`src/rtl/alarm_bank.sv`:
```
// Multi-channel BCD alarm bank with ring timeout, snooze and cancel.
// Optional hourly chime pulse: define ALARM_BANK_HOURLY_CHIME_EN.
module alarm_bank #(
   parameter int N_ALARM     = 2,
   parameter int RING_SECS   = 60,
   parameter int SNOOZE_SECS = 300,
   localparam int CW = (N_ALARM > 1) ? $clog2(N_ALARM) : 1
) (
   input  logic               clk,
   input  logic               rst_n,
   input  logic               tick_1hz,
   input  logic [1:0]         mode,
   input  logic               key_ch_n,
   input  logic               key_hour_n,
   input  logic               key_min_n,
   input  logic               key_en_n,
   input  logic               key_stop_n,
   input  logic [7:0]         cur_hour,
   input  logic [7:0]         cur_min,
   input  logic [7:0]         cur_sec,
   output logic [CW-1:0]      sel_ch,
   output logic [7:0]         alarm_hour,
   output logic [7:0]         alarm_minute,
   output logic [N_ALARM-1:0] alarm_en,
   output logic               ringing,
   output logic [CW-1:0]      ring_ch,
   output logic               chime
);

   typedef enum logic [1:0] {IDLE, RING, SNOOZE} state_t;

   localparam logic [9:0] RING_LD   = 10'(RING_SECS);
   localparam logic [9:0] SNOOZE_LD = 10'(SNOOZE_SECS);

   state_t     state;
   logic [9:0] cnt;
   logic [4:0] raw, s1, s2, s3, ev;
   logic [7:0] hour   [N_ALARM];
   logic [7:0] minute [N_ALARM];
   logic       hit;
   logic [CW-1:0] hit_ch;
   logic       set_ok;

   function automatic logic [7:0] inc_min(input logic [7:0] v);
      if (v == 8'h59)          return 8'h00;
      else if (v[3:0] == 4'h9) return {v[7:4] + 4'h1, 4'h0};
      else                     return v + 8'h01;
   endfunction

   function automatic logic [7:0] inc_hour(input logic [7:0] v);
      if (v == 8'h23)          return 8'h00;
      else if (v[3:0] == 4'h9) return {v[7:4] + 4'h1, 4'h0};
      else                     return v + 8'h01;
   endfunction

   assign raw    = {key_stop_n, key_en_n, key_min_n, key_hour_n, key_ch_n};
   assign set_ok = (mode == 2'b01);

   // Synchronise keys; the event register fires one clk per falling edge.
   always_ff @(posedge clk or negedge rst_n) begin
      if (!rst_n) begin
         s1 <= '1;
         s2 <= '1;
         s3 <= '1;
         ev <= '0;
      end else begin
         s1 <= raw;
         s2 <= s1;
         s3 <= s2;
         ev <= s3 & ~s2;
      end
   end

   always_ff @(posedge clk or negedge rst_n) begin
      if (!rst_n) begin
         sel_ch   <= '0;
         alarm_en <= '0;
         for (int i = 0; i < N_ALARM; i++) begin
            hour[i]   <= 8'h00;
            minute[i] <= 8'h00;
         end
      end else if (set_ok) begin
         if (ev[0])
            sel_ch <= (sel_ch == CW'(N_ALARM - 1)) ? '0 : sel_ch + 1'b1;
         if (ev[1]) hour[sel_ch]   <= inc_hour(hour[sel_ch]);
         if (ev[2]) minute[sel_ch] <= inc_min(minute[sel_ch]);
         if (ev[3]) alarm_en[sel_ch] <= ~alarm_en[sel_ch];
      end
   end

   assign alarm_hour   = hour[sel_ch];
   assign alarm_minute = minute[sel_ch];

   // Descending scan so the lowest matching index is the one kept.
   always_comb begin
      hit    = 1'b0;
      hit_ch = '0;
      for (int i = N_ALARM - 1; i >= 0; i--) begin
         if (tick_1hz && alarm_en[i] && cur_sec == 8'h00 &&
             cur_hour == hour[i] && cur_min == minute[i]) begin
            hit    = 1'b1;
            hit_ch = CW'(i);
         end
      end
   end

   always_ff @(posedge clk or negedge rst_n) begin
      if (!rst_n) begin
         state   <= IDLE;
         cnt     <= '0;
         ringing <= 1'b0;
         ring_ch <= '0;
      end else begin
         case (state)
            IDLE: if (hit) begin
               state   <= RING;
               ring_ch <= hit_ch;
               cnt     <= RING_LD;
               ringing <= 1'b1;
            end
            RING: if (!alarm_en[ring_ch]) begin
               state   <= IDLE;
               cnt     <= '0;
               ringing <= 1'b0;
            end else if (ev[4]) begin
               state   <= SNOOZE;
               cnt     <= SNOOZE_LD;
               ringing <= 1'b0;
            end else if (tick_1hz) begin
               if (cnt <= 10'd1) begin
                  state   <= IDLE;
                  cnt     <= '0;
                  ringing <= 1'b0;
               end else begin
                  cnt <= cnt - 10'd1;
               end
            end
            SNOOZE: if (!alarm_en[ring_ch] || ev[4]) begin
               state <= IDLE;
               cnt   <= '0;
            end else if (tick_1hz) begin
               if (cnt <= 10'd1) begin
                  state   <= RING;
                  cnt     <= RING_LD;
                  ringing <= 1'b1;
               end else begin
                  cnt <= cnt - 10'd1;
               end
            end
            default: begin
               state   <= IDLE;
               cnt     <= '0;
               ringing <= 1'b0;
            end
         endcase
      end
   end

`ifdef ALARM_BANK_HOURLY_CHIME_EN
   always_ff @(posedge clk or negedge rst_n) begin
      if (!rst_n) chime <= 1'b0;
      else        chime <= tick_1hz && cur_min == 8'h00 && cur_sec == 8'h00;
   end
`else
   assign chime = 1'b0;
`endif

endmodule

```
`config.mk`:
```
export PLATFORM = sky130hd
export DESIGN_NAME = alarm_bank
export DESIGN_NICKNAME = d
export VERILOG_FILES = /design/src/rtl/alarm_bank.sv
export SDC_FILE = /design/constraint.sdc
export NUM_CORES = 1
export LEC_CHECK = 0
export BUFFER_PORTS_ARGS = -buffer_cell sky130_fd_sc_hd__buf_2
export CORE_MARGIN = 4
export CORE_UTILIZATION = 42
export CTS_CLUSTER_DIAMETER = 30
export CTS_CLUSTER_SIZE = 40
export DETAILED_ROUTE_END_ITERATION = 16
export GPL_ROUTABILITY_DRIVEN = 0
export PLACE_DENSITY = 0.72
export SLEW_MARGIN = 20
export SYNTH_ARGS = -nofsm -noshare
export SYNTH_HDL_FRONTEND = slang
export SYNTH_SLANG_ARGS = --single-unit
```
`constraint.sdc`:
```
create_clock -name clk -period 2.8 [get_ports clk]
set_input_delay 0.14 -clock clk [delete_from_list [all_inputs] [get_ports clk]]
set_output_delay 0.14 -clock clk [all_outputs]
set_load 0.1 [all_outputs]
```
==> impl_metrics.yaml <==
routing:
  vias: 3177
  ant_nets: 0
  wire_per_inst_um: 15.2
  via_per_inst: 5.44
  drc: 0
  drt_iter0_drc: 163
  first_pass_iters: 4
  wl_um: 8890
finish:
  antenna_cells: 0
  syn_to_final_growth_pct: 16.9
  final_area_mm2: 0.00459
  drive_gt1_share_pct: 25.8
  fillCellCount: 806
  final_nets: 510
logic_synthesis:
  yosysSeqAreaShare_pct: 44.5
  synth.area.mux_share_pct: 7.62
  yosysTopAreaCell: "dfrtp_1"
  synth_area_leaders: "dfrtp_1, dfstp_2, nand2_1"
  yosysUniqueCellTypes: 57
  synth_top_family_by_area: "simple AND/OR/NAND/NOR gates"
  netlist_top_cells_count: "dfrtp_1, nand2_1, o21ai_0"
  synthDominantCellAreaShare_pct: 34.4
  synth_edf_count: 0
  synth_compound_area_share_pct: 13.8
  synth_xor_xnor_area_share_pct: 10.0
  yosys_register_bits: 69
  synth_ff_type: "dfrtp_1"
  syn_nets: 448
  netlist_instances: 406
  synth-simple-area-share_pct: 18.4
  synth.avg_cell_area_um2: 9.67
  async_flop_share_pct: 100
  yosys_warnings: 0
  synth_area_mm2: 0.00393
  synth_fa_ha_area_share_pct: 2.55
grt:
  overflow: 0
  grt.total_usage_pct: 17.1
  grt_pass1_wl_um: 15000
  grt_start_max_net_pins: 35
  antenna_found_initial: 0
  grt_pass1_vias: 3080
sta:
  rsz0062_at_grt: "no"
  clock-skew-final_ns: 0.00722
  slew_violations: 0
  clock.fmax_ghz: 0.438
  min_period_ns: 2.28
  hold-worst-slack_ns: 0.0853
  max_slew_margin_pct: 51.3
  worst_pin_slew_ns: 0.711
  hold_violations: 0
  period_share_pct: 81.5
  setup_violations: 0
hold_path:
  hold_depth: 3
  min_path_type: "primary input to flop"
die:
  die_area_mm2: 0.0110
  die_h_um: 105
  io_pins: 56
  design.core.area_mm2: 0.00915
  start_util_pct: 42.9
  die_x_um: 105
  row_count: 35
placed_design:
  port_buffers: 54
  dp_hpwl_um: 6870
  post_dp_cell_area_mm2: 0.00433
worst_setup_path:
  start_kind: "flop"
  slowest_stage: "dfrtp_4"
  cp-end-kind: "flop"
  critPathRequiredTime_ns: 3.06
  worst-setup-path-type: "flop to flop"
  cpMostUsedCell: "nand2_1"
  slowest_delay_ns: 0.65
  arrival_ns: 2.55
  reg2regPathDepth: 8
  cp_cell_sequence: "mux2_2 > inv_1 > ha_1 > nand2_1 > a21boi_0 > nand2_1 > xnor2_1 > o31ai_1"
  cp_max_fo: 24
pwr:
  vdd_drop_max_v: 0.000821
  p_leak_nw: 2.08
  power_density_mw_per_mm2: 752
clock_network:
  postCtsSetupRepairBufs: 0
  clockBufferDepth: 2
  cts.sinks: 69
  clk_latency_ns: 0.36
  numCtsBuffers: 9
  cts_tree: "built"
  clkTransAtPathRegs_ns: 0.09
  h-tree-depth: 3
  cts_root_buf: "clkbuf_8"
status:
  outcome: "completed"
flow_run:
  maxCapViolations: 0
==> stage by stage <==
stage	cells	setup TNS [ns]	util [%]	setup WS [ns]	power, mW
final	584	0	50.2	0.517	3.45
after global routing	584	0	50.2	0.306	3.64
after CTS	584	0	50.2	0.516	3.49
after detailed placement	562	0	47.3	0.522	2.66
after global placement	562	0	47.3	0.589	2.64
after floorplan	406	-0.0424	-	-0.0181	2.43
==> worst max-delay path, delay by kind of cell, from the launching register on <==
family | cells | cell delay [ns]
flops | 1 | 0.65
compound gates | 2 | 0.55
mux | 1 | 0.43
simple gates | 2 | 0.17
fa+ha+maj | 1 | 0.16
xor+xnor | 1 | 0.15
buf+inv | 1 | 0.07
==> what timing repair did <==
action                    CTS  global route
hold buffers                6             0
gates resized for setup     0             0
hold endpoints to repair   25             0
==> path summary, 6_finish.rpt <==
check / from / end / slack (ns)
max: sel_ch / minute[14] / 0.52
min in group asynchronous: rst_n / hour[14] / 0.37
max in group asynchronous: rst_n / s3[4] / 1.64
min reg2reg: s1[4] / s2[4] / 0.36
min: mode[1] / sel_ch / 0.09
max reg2reg: sel_ch / minute[14] / 0.52
==> kinds of logic (layout without fill, tap and decap cells) <==
kind of cell,count (synthesis),in the layout
AO/OA/AOI/OAI,83,83
XOR/XNOR,45,45
adder cells (fa/ha/maj),8,8
buffers and inverters,28,95
flip-flops,69,69
multiplexers,27,27
other,1,1
AND/OR/NAND/NOR,145,145
==> registers in the layout, summed over array words and instances (netlist names) <==
register and cells:
s2 5, ring_ch 1, ringing 1, state 2, hour 16, ev 5, alarm_en 2, s3 5
sel_ch 1, s1 5, cnt 10, minute 16
==> layout make-up <==
class                           instances  area (um2)  area share (%)
Multi-Input combinational cell        309        2080            45.4
Sequential cell                        69        1750            38.1
Timing Repair Buffer                   64         360            7.85
Tap cell                              111         139            3.03
Clock buffer                            9         124            2.70
Clock inverter                          7        73.8            1.61
Inverter                               15        60.1            1.31
==> cells in the final DEF, fill, tap and decap left out, types with 3 or more instances in the layout <==
cell	instances
nand2_1	54
buf_2	54
dfrtp_1	53
o21ai_0	30
xor2_1	23
xnor2_1	22
nor2_1	21
a21oi_1	16
mux2_2	15
dfstp_2	15
inv_1	14
nand3_1	13
mux2i_1	9
nand4_1	9
clkbuf_8	9
nor2b_1	8
nor4_1	8
nor3_1	7
ha_1	7
nand2b_1	6
o31ai_1	6
dlygate4sd3_1	6
a31oi_1	4
and2_1	4
inv_6	4
buf_4	4
o22ai_1	3
==> metal layers <==
layer  global-route usage, %  vias up  wire, um
met5                       0        -         0
met4                    7.03        0       197
met3                    4.82       17       439
met2                    27.7       80      4320
met1                    21.5     1522      3930
li1                        -     1558         -
==> power by group <==
| part | leakage [nW] | internal (mW) | switching [mW] |
|---|---|---|---|
| clock network | 0.102 | 0.353 | 0.454 |
| logic | 1.09 | 0.360 | 0.973 |
| registers | 0.888 | 1.13 | 0.184 |
No activity file was read; power rests on OpenSTA's default activity.
